**src/rtl/scan_cmd_if.sv**
```systemverilog
// Host-side bundle for scan_chain_ctrl: command, LOAD data stream, READBACK stream and status.
interface scan_cmd_if;
  logic       cmd_valid;
  logic       cmd_ready;
  logic [1:0] cmd_op;
  logic       din_valid;
  logic       din_ready;
  logic       din;
  logic       dout_valid;
  logic       dout_ready;
  logic       dout;
  logic       busy;
  logic       done;
  logic       err;

  modport master (
    output cmd_valid, cmd_op, din_valid, din, dout_ready,
    input  cmd_ready, din_ready, dout_valid, dout, busy, done, err
  );

  modport slave (
    input  cmd_valid, cmd_op, din_valid, din, dout_ready,
    output cmd_ready, din_ready, dout_valid, dout, busy, done, err
  );
endinterface

```
**src/rtl/scan_chain_ctrl.sv**
```systemverilog
// Command sequencer for one scan chain: serial LOAD, recirculating READBACK and timed CLEAR.
// Owns the chain's en, data and clear pins; data paths through it are combinational.
module scan_chain_ctrl #(
  parameter int CHAIN_LEN  = 10,
  parameter int CNT_W      = $clog2(CHAIN_LEN + 1),
  parameter int CLR_CYCLES = 2
) (
  input  logic       clk,
  input  logic       clear,
  scan_cmd_if.slave  bus,
  output logic       sc_en,
  output logic       sc_data_o,
  input  logic       sc_data_i,
  output logic       sc_clear_n
);

  localparam int CLR_W = $clog2(CLR_CYCLES + 1);
  localparam logic [CNT_W-1:0] LAST_BIT = CNT_W'(CHAIN_LEN - 1);
  localparam logic [CLR_W-1:0] LAST_CLR = CLR_W'(CLR_CYCLES - 1);

  typedef enum logic [2:0] {
    S_IDLE,
    S_LOAD,
    S_READ,
    S_CLR,
    S_DONE
  } state_t;

  state_t            state_reg, state_next;
  logic [CNT_W-1:0]  cnt_reg, cnt_next;
  logic [CLR_W-1:0]  clr_cnt_reg, clr_cnt_next;
  logic              err_reg, err_next;
  logic              clr_low;

  always_ff @(posedge clk or negedge clear) begin
    if (!clear) begin
      state_reg   <= S_IDLE;
      cnt_reg     <= '0;
      clr_cnt_reg <= '0;
      err_reg     <= 1'b0;
    end else begin
      state_reg   <= state_next;
      cnt_reg     <= cnt_next;
      clr_cnt_reg <= clr_cnt_next;
      err_reg     <= err_next;
    end
  end

  always_comb begin
    state_next     = state_reg;
    cnt_next       = cnt_reg;
    clr_cnt_next   = clr_cnt_reg;
    err_next       = 1'b0;
    clr_low        = 1'b0;
    bus.cmd_ready  = 1'b0;
    bus.din_ready  = 1'b0;
    bus.dout_valid = 1'b0;
    bus.dout       = 1'b0;
    bus.busy       = 1'b1;
    bus.done       = 1'b0;
    sc_en          = 1'b0;
    sc_data_o      = 1'b0;

    case (state_reg)
      S_IDLE: begin
        bus.busy      = 1'b0;
        bus.cmd_ready = 1'b1;
        if (bus.cmd_valid) begin
          cnt_next     = '0;
          clr_cnt_next = '0;
          case (bus.cmd_op)
            2'b00:   state_next = S_LOAD;
            2'b01:   state_next = S_READ;
            2'b10:   state_next = S_CLR;
            default: err_next   = 1'b1;
          endcase
        end
      end

      S_LOAD: begin
        bus.din_ready = 1'b1;
        sc_en         = bus.din_valid;
        sc_data_o     = bus.din;
        if (bus.din_valid) begin
          cnt_next = cnt_reg + 1'b1;
          if (cnt_reg == LAST_BIT) state_next = S_DONE;
        end
      end

      // The chain output is fed straight back in, so a full pass restores the contents.
      S_READ: begin
        bus.dout_valid = 1'b1;
        bus.dout       = sc_data_i;
        sc_data_o      = sc_data_i;
        sc_en          = bus.dout_ready;
        if (bus.dout_ready) begin
          cnt_next = cnt_reg + 1'b1;
          if (cnt_reg == LAST_BIT) state_next = S_DONE;
        end
      end

      S_CLR: begin
        clr_low = 1'b1;
        if (clr_cnt_reg == LAST_CLR) state_next = S_DONE;
        else                         clr_cnt_next = clr_cnt_reg + 1'b1;
      end

      S_DONE: begin
        bus.done   = 1'b1;
        state_next = S_IDLE;
      end

      default: state_next = S_IDLE;
    endcase
  end

  assign bus.err    = err_reg;
  // Block reset also clears the chain, since an aborted shift leaves it undefined.
  assign sc_clear_n = clear & ~clr_low;

endmodule

```
**src/flat_wrapper.sv**
```systemverilog
// flat-port wrapper written by rule: the top's interface ports become plain ports
module scan_chain_ctrl_flat 
#(
  parameter int CHAIN_LEN  = 10,
  parameter int CNT_W      = $clog2(CHAIN_LEN + 1),
  parameter int CLR_CYCLES = 2
)
  (clk, clear, sc_en, sc_data_o, sc_data_i, sc_clear_n, bus_cmd_valid, bus_cmd_op, bus_din_valid, bus_din, bus_dout_ready, bus_cmd_ready, bus_din_ready, bus_dout_valid, bus_dout, bus_busy, bus_done, bus_err);
  scan_cmd_if bus_i ();
  input  logic clk;
  input  logic clear;
  output logic sc_en;
  output logic sc_data_o;
  input  logic sc_data_i;
  output logic sc_clear_n;
  input wire logic [$bits(bus_i.cmd_valid)-1:0] bus_cmd_valid;
  input wire logic [$bits(bus_i.cmd_op)-1:0] bus_cmd_op;
  input wire logic [$bits(bus_i.din_valid)-1:0] bus_din_valid;
  input wire logic [$bits(bus_i.din)-1:0] bus_din;
  input wire logic [$bits(bus_i.dout_ready)-1:0] bus_dout_ready;
  output wire logic [$bits(bus_i.cmd_ready)-1:0] bus_cmd_ready;
  output wire logic [$bits(bus_i.din_ready)-1:0] bus_din_ready;
  output wire logic [$bits(bus_i.dout_valid)-1:0] bus_dout_valid;
  output wire logic [$bits(bus_i.dout)-1:0] bus_dout;
  output wire logic [$bits(bus_i.busy)-1:0] bus_busy;
  output wire logic [$bits(bus_i.done)-1:0] bus_done;
  output wire logic [$bits(bus_i.err)-1:0] bus_err;
  assign bus_i.cmd_valid = bus_cmd_valid;
  assign bus_i.cmd_op = bus_cmd_op;
  assign bus_i.din_valid = bus_din_valid;
  assign bus_i.din = bus_din;
  assign bus_i.dout_ready = bus_dout_ready;
  assign bus_cmd_ready = bus_i.cmd_ready;
  assign bus_din_ready = bus_i.din_ready;
  assign bus_dout_valid = bus_i.dout_valid;
  assign bus_dout = bus_i.dout;
  assign bus_busy = bus_i.busy;
  assign bus_done = bus_i.done;
  assign bus_err = bus_i.err;
  scan_chain_ctrl #(.CHAIN_LEN(CHAIN_LEN), .CNT_W(CNT_W), .CLR_CYCLES(CLR_CYCLES)) u_core (.clk(clk), .clear(clear), .bus(bus_i), .sc_en(sc_en), .sc_data_o(sc_data_o), .sc_data_i(sc_data_i), .sc_clear_n(sc_clear_n));
endmodule
```
**config.mk**
```make
export PLATFORM = sky130hd
export DESIGN_NAME = scan_chain_ctrl_flat
export DESIGN_NICKNAME = d
export VERILOG_FILES = /design/src/rtl/scan_cmd_if.sv /design/src/rtl/scan_chain_ctrl.sv /design/src/flat_wrapper.sv
export SDC_FILE = /design/constraint.sdc
export NUM_CORES = 1
export LEC_CHECK = 0
export BUFFER_PORTS_ARGS = -buffer_cell sky130_fd_sc_hd__buf_2
export CAP_MARGIN = 5
export CORE_AREA = 3 3 40 42
export CTS_BUF_LIST = sky130_fd_sc_hd__clkbuf_4 sky130_fd_sc_hd__clkbuf_8
export DETAILED_ROUTE_END_ITERATION = 10
export DIE_AREA = 0 0 43 45
export PLACE_DENSITY = 0.79
export SETUP_SLACK_MARGIN = 0.05
export SLEW_MARGIN = 20
export SYNTH_ARGS = -nofsm -noshare
export SYNTH_HDL_FRONTEND = slang
export SYNTH_SLANG_ARGS = --single-unit
```
**constraint.sdc**
```tcl
create_clock -name clk -period 3.4 [get_ports clk]
set_clock_uncertainty 0.2 [all_clocks]
set_input_delay 0.51 -clock clk [delete_from_list [all_inputs] [get_ports clk]]
set_output_delay 0.51 -clock clk [all_outputs]
set_load 0.01 [all_outputs]
```
==> Word level (Yosys, flattened, before mapping) <==
Index checks and enable logic that the tools add are counted.
{ "totals": {"reg_bits": 10, "latch_bits": 0, "ram_bits": 0, "romBits": 0, "output_inout_bits": 10, "wordCells": 56, "n_memories": 0} }
{ "op_classes": {"addsub": 2, "multipliers": 0, "div": 0, "magnitude_cmp": 0, "eq_ne": 14, "shift": 0, "mux": 26, "bitwise_logic": 2, "reduce_logical": 8} }
{ "op_table": {"columns": ["cell", "count"], "rows": [
  ["2-to-1 mux 3 bit", 5],
  ["2-to-1 mux 4 bit", 3],
  ["case mux 3 bit (4 select lines)", 1],
  ["case mux 4 bit (3 select lines)", 1],
  ["2-to-1 mux 1 bit", 10],
  ["case mux 3 bit (3 select lines)", 1],
  ["!= test 2 bit (second input constant)", 4],
  ["== test 3 x 2 -> 1 bit (second input constant)", 2],
  ["AND reduction 5 bit", 1],
  ["adder 4 x 1 -> 4 bit (second input constant)", 1],
  ["== test 2 x 1 -> 1 bit (second input constant)", 2],
  ["== test 4 bit (second input constant)", 1],
  ["2-to-1 mux 2 bit", 2],
  ["!= test 4 bit (second input constant)", 1],
  ["case mux 1 bit (2 select lines)", 2],
  ["case mux 2 bit (2 select lines)", 1],
  ["AND reduction 4 bit", 1],
  ["== test 3 x 1 -> 1 bit (second input constant)", 1],
  ["== test 3 bit (second input constant)", 1],
  ["logical NOT 3 bit", 1],
  ["AND reduction 3 bit", 1],
  ["nonzero test 3 bit", 1],
  ["OR reduction 3 bit", 1],
  ["adder 2 x 1 -> 2 bit (second input constant)", 1],
  ["6 further kinds", 6]
]} }

==> Depth between registers and ports, before layout <==
{ "logic_depth": {"word_depth": 5, "mapped_depth": 6, "ltp_nobuf": 6} }

==> Least setup slack after synthesis <==
No wires, ideal clock.
{ "synth_timing": {"kind": "flip-flop to output port", "startpoint": "register u_core.state_reg[0]", "endpoint": "output port sc_data_o", "arrival_time_ns": 1.236, "required_ns": 2.690, "setup_slack_ns": 1.454, "stages_incl_launch_ff": 6, "path_buffers": 1, "cell_sequence": "dfrtp_1 -> buf_6 -> nand2b_1 -> nor2_1 -> and2_1 -> a21o_1"} }
{ "synth_via": {"elab_chain_cells": 2, "elab_cells_between_ends": 3, "classes_between": "eq/ne (2); mux (1)"} }
{ "synth_rtl": {"columns": ["item", "line_no", "rtl"], "rows": [
  ["start: declaration", "scan_chain_ctrl.sv:29", "state_t state_reg, state_next;"],
  ["start signal: assignment", "scan_chain_ctrl.sv:42", "state_reg <= state_next;"],
  ["== test 3 x 2 -> 1 bit / == test 3 x 1 -> 1 bit (equally long branches)", "scan_chain_ctrl.sv:64", "case (state_reg)"],
  ["case mux 1 bit (2 select lines) (*)", "scan_chain_ctrl.sv:64", null],
  ["end: declaration", "flat_wrapper.sv:13", "output logic sc_data_o;"]
]} }
Mark *: on every way between the ends. The rest lies on a longest branch, timed or not.

==> Worst setup path after layout <==
{ "layout_timing": {"startpoint": "input port clear", "endpoint": "output port sc_clear_n"} }
{ "layout_via": {"elab_chain_cells": 1} }
{ "layout_rtl": {"columns": ["item", "line_no", "rtl"], "rows": [
  ["start: declaration", "flat_wrapper.sv:11", "input logic clear;"],
  ["bitwise AND 1 bit", "scan_chain_ctrl.sv:119", "assign sc_clear_n = clear & ~clr_low;"],
  ["end: declaration", "flat_wrapper.sv:15", "output logic sc_clear_n;"]
]} }
Every way passes these cells.

==> run_results.csv <==
group,metric,value,unit
critical_path,slowest_stage,"dlygate4sd3_1",
global_routing,grt_pass1_wl,2.428,mm
place,hpwl,1.081,mm
final_layout,antennaDiodeCount,0,
final_layout,drive_above_1_share,25.53,%
detailed_routing,dr.first_iter.drc_count,7,
timing,setup_tns,0,ps
clocking,insertion_delay,260,ps
logic_synthesis,yosys_warnings,0,
critical_path,cp.required,2690,ps
final_layout,instances_no_fill,109,
detailed_routing,drtAntennaViolNets,0,
clocking,clock-sinks,10,
die,die_h,45,um
final_layout,postLayoutCoreUtil,63.39,%
logic_synthesis,synth_edf_count,0,
clocking,cts_max_path_buffers,2,
critical_path,crit_start,"clear",
final_layout,fillCellCount,104,
critical_path,slowest_delay,520,ps
critical_path,crit_top_cell,"buf_2",
critical_path,critPathBufInv,3,
logic_synthesis,synth_common_cells,"dfrtp_1 (10), inv_1 (9), ha_1 (7)",
final_layout,nets,112,
final_layout,area_growth_syn_to_layout,17.51,%
global_routing,grt_start_max_net_pins,15,
logic_synthesis,ys_async_sr_fraction,100.0,%
critical_path,end_kind,"output port",
final_layout,largest_reg_flops,4,
detailed_routing,viasPerCell,5.413,
die,num_io_pins,19,
hold_path,hold_depth,2,
clocking,cts_tree,"yes",
timing,worst_pin_slew,449.1,ps
timing,finalSetupViolations,0,
critical_path,cp-start-kind,"primary input",
global_routing,grt_pass1_vias,578,
logic_synthesis,syn_area_per_cell,9.242,sq um
critical_path,path_class,"in -> out",
power_and_ir_drop,power_leakage,0.4329,nW
clocking,cts_resized,0,
logic_synthesis,synth_top_area_share,36.10,%
logic_synthesis,syn_nets,91,
status,status,"finished clean",
critical_path,crit_chain,"dlygate4sd3_1 -> buf_2 -> o31a_1 -> buf_2",
logic_synthesis,synth_cells,75,
timing,finalCritPeriodShare,67.67,%
critical_path,rr_worst_depth,4,
logic_synthesis,ys_ff_latch,10,
global_routing,grt_usage,17.30,%
final_layout,multi_input_comb_area,389.1,sq um
critical_path,cp_max_fo,11,
die,core_area,1285,sq um
clocking,clockRootBuffer,"clkbuf_4",
timing,finalHoldViolCount,0,
hold_path,holdCritStartpoint,"bus_cmd_valid",
place,dp.cells,105,
timing,final.min_clock_period,2301,ps
die,die_area,1935,sq um
logic_synthesis,synth_most_common_cell,"dfrtp_1",
logic_synthesis,synth_largest_area_cell,"dfrtp_1",
detailed_routing,wl_per_cell,12.96,um
die,start_util,53.94,%
detailed_routing,vias,590,
timing,relSlewSlack,69.83,%
timing,slew_violations,0,
die,rows,13,
logic_synthesis,dominantRegCellSynth,"dfrtp_1",
logic_synthesis,ys_types,33,
detailed_routing,drt_first_pass_iters,2,
clocking,cts-htree-levels,1,
power_and_ir_drop,ir_worst_vdd,0.4209,mV
timing,max_freq,434.6,MHz
hold_path,min_path_type,"in -> reg",
power_and_ir_drop,p_per_area,767.0,nW/um^2
clocking,cts_made_buffers,3,
critical_path,worst_ep_arrival_time,1590,ps
place,place_congestion,0.7440,
detailed_routing,routed_wl,1.413,mm
die,die_w,43,um
clocking,cts.clk_slew.worst_paths,60,ps
logic_synthesis,ys_seq_area_share,36.10,%
global_routing,antenna_found_initial,0,
place,io_buffers,18,
critical_path,cpLargestDelayFamily,"buffers and inverters",
global_routing,grt-ovfl-total,0,
logic_synthesis,syn_area,693.2,sq um
run,drv_cap,0,
final_layout,seq_area,250.2,sq um
critical_path,timing.rr.start,"u_core.state_reg[0]$_DFFE_PN0P_",
timing,rsz0062_at_grt,"no",
detailed_routing,drc,0,
logic_synthesis,synth.area.top_cells,"dfrtp_1 (36%), ha_1 (13%), inv_1 (4.9%)",
critical_path,cp.depth,4,
power breakdown:
part	switching [mW]	leakage, nW	internal [mW]	total (mW)
combinational	0.170	0.286	0.154	0.324
clock	0.0401	0.0138	0.0409	0.0811
sequential	0.0608	0.133	0.159	0.220
total	0.271	0.433	0.354	0.625
kinds of logic after synthesis:
family,count (synthesis),synth area share (%)
and+or+nand+nor,27,20.58
AOI/OAI and AO/OA,14,15.34
buffers and inverters,12,7.760
DFF,10,36.10
adders and majority gates,7,12.63
muxes,4,6.317
xor gates and xnor gates,1,1.264
worst register-to-register path, delay by kind of cell, from the launching register on:
kind / cells / cell delay [ps]
mux: 2 / 740
flops: 1 / 550
compound gates: 2 / 410
per-stage QoR:
step | total power [mW] | setup WS, ps | area [sq um] | hold WS [ps]
2_1_floorplan | 0.4626 | 1454 | 693.2 | 14.41
3_3_place_gp | 0.5325 | 1386 | 782.0 | 190.6
3_5_place_dp | 0.5450 | 1322 | 782.0 | 190.8
4_1_cts | 0.6299 | 1087 | 814.5 | 301.8
5_1_grt | 0.6797 | 1022 | 814.5 | 321.2
6_report | 0.6247 | 1099 | 814.5 | 311.5
worst paths after layout:
path                                                      to  slack, ps
setup / recovery                                  sc_clear_n       1100
setup reg to reg             u_core.state_reg[0]$_DFFE_PN0P_       1380
min in group asynchronous      u_core.cnt_reg[3]$_DFFE_PN0P_        440
max in group asynchronous    u_core.state_reg[0]$_DFFE_PN0P_       2350
hold reg to reg            u_core.clr_cnt_reg[1]$_DFFE_PN0P_        320
hold / removal                      u_core.bus.err$_DFF_PN0_        310
repair_timing:
action                                  in CTS  in global routing
hold buffers                                 1                  0
endpoints found under the setup margin       0                  0
setup buffers                                0                  0
endpoints found under the hold margin       10                  0
layer usage:
| metal | vias to the layer above | routed length [um] | global-route usage [%] |
|---|---|---|---|
| li1 | 297 | - | - |
| met1 | 273 | 671 | 20.30 |
| met2 | 15 | 624 | 28.14 |
| met3 | 5 | 75 | 3.984 |
| met4 | 0 | 42 | 12.05 |
| met5 | - | 0 | 0 |
area by class of cell:
cell class                 count  share of cell area [%]
clock buffer                   3                   2.765
timing repair buffer          19                   12.29
sequential                    10                   30.72
inverter                       9                   4.147
tap                           15                   2.304
multi-input combinational     53                   47.77
placed cells by master, fill, tap and decap left out:
cell type | netlist | routed
buf_2 | 1 | 18
nand2_1 | 4 | 4
nor2_1 | 5 | 5
nand4bb_1 | 1 | 1
ha_1 | 7 | 7
or2_1 | 1 | 1
o22a_1 | 1 | 1
nand3_1 | 5 | 5
a311o_1 | 1 | 1
a21o_1 | 1 | 1
a21oi_1 | 1 | 1
xnor2_1 | 1 | 1
nor4_1 | 1 | 1
o22ai_1 | 1 | 1
and3_1 | 1 | 1
a21boi_1 | 1 | 1
a22o_1 | 2 | 2
nand3b_1 | 1 | 1
o21ai_0 | 3 | 3
mux2_2 | 2 | 2
mux2_1 | 1 | 1
clkbuf_4 | 0 | 3
nor3_1 | 3 | 3
inv_1 | 9 | 9
mux2i_1 | 1 | 1
o31a_1 | 1 | 1
o211ai_2 | 1 | 1
dfrtp_1 | 10 | 10
nand2b_1 | 2 | 2
a21boi_0 | 1 | 1
dlygate4sd3_1 | 0 | 1
and2_1 | 2 | 2
or3_1 | 1 | 1
(Power assumes the default switching activity.)
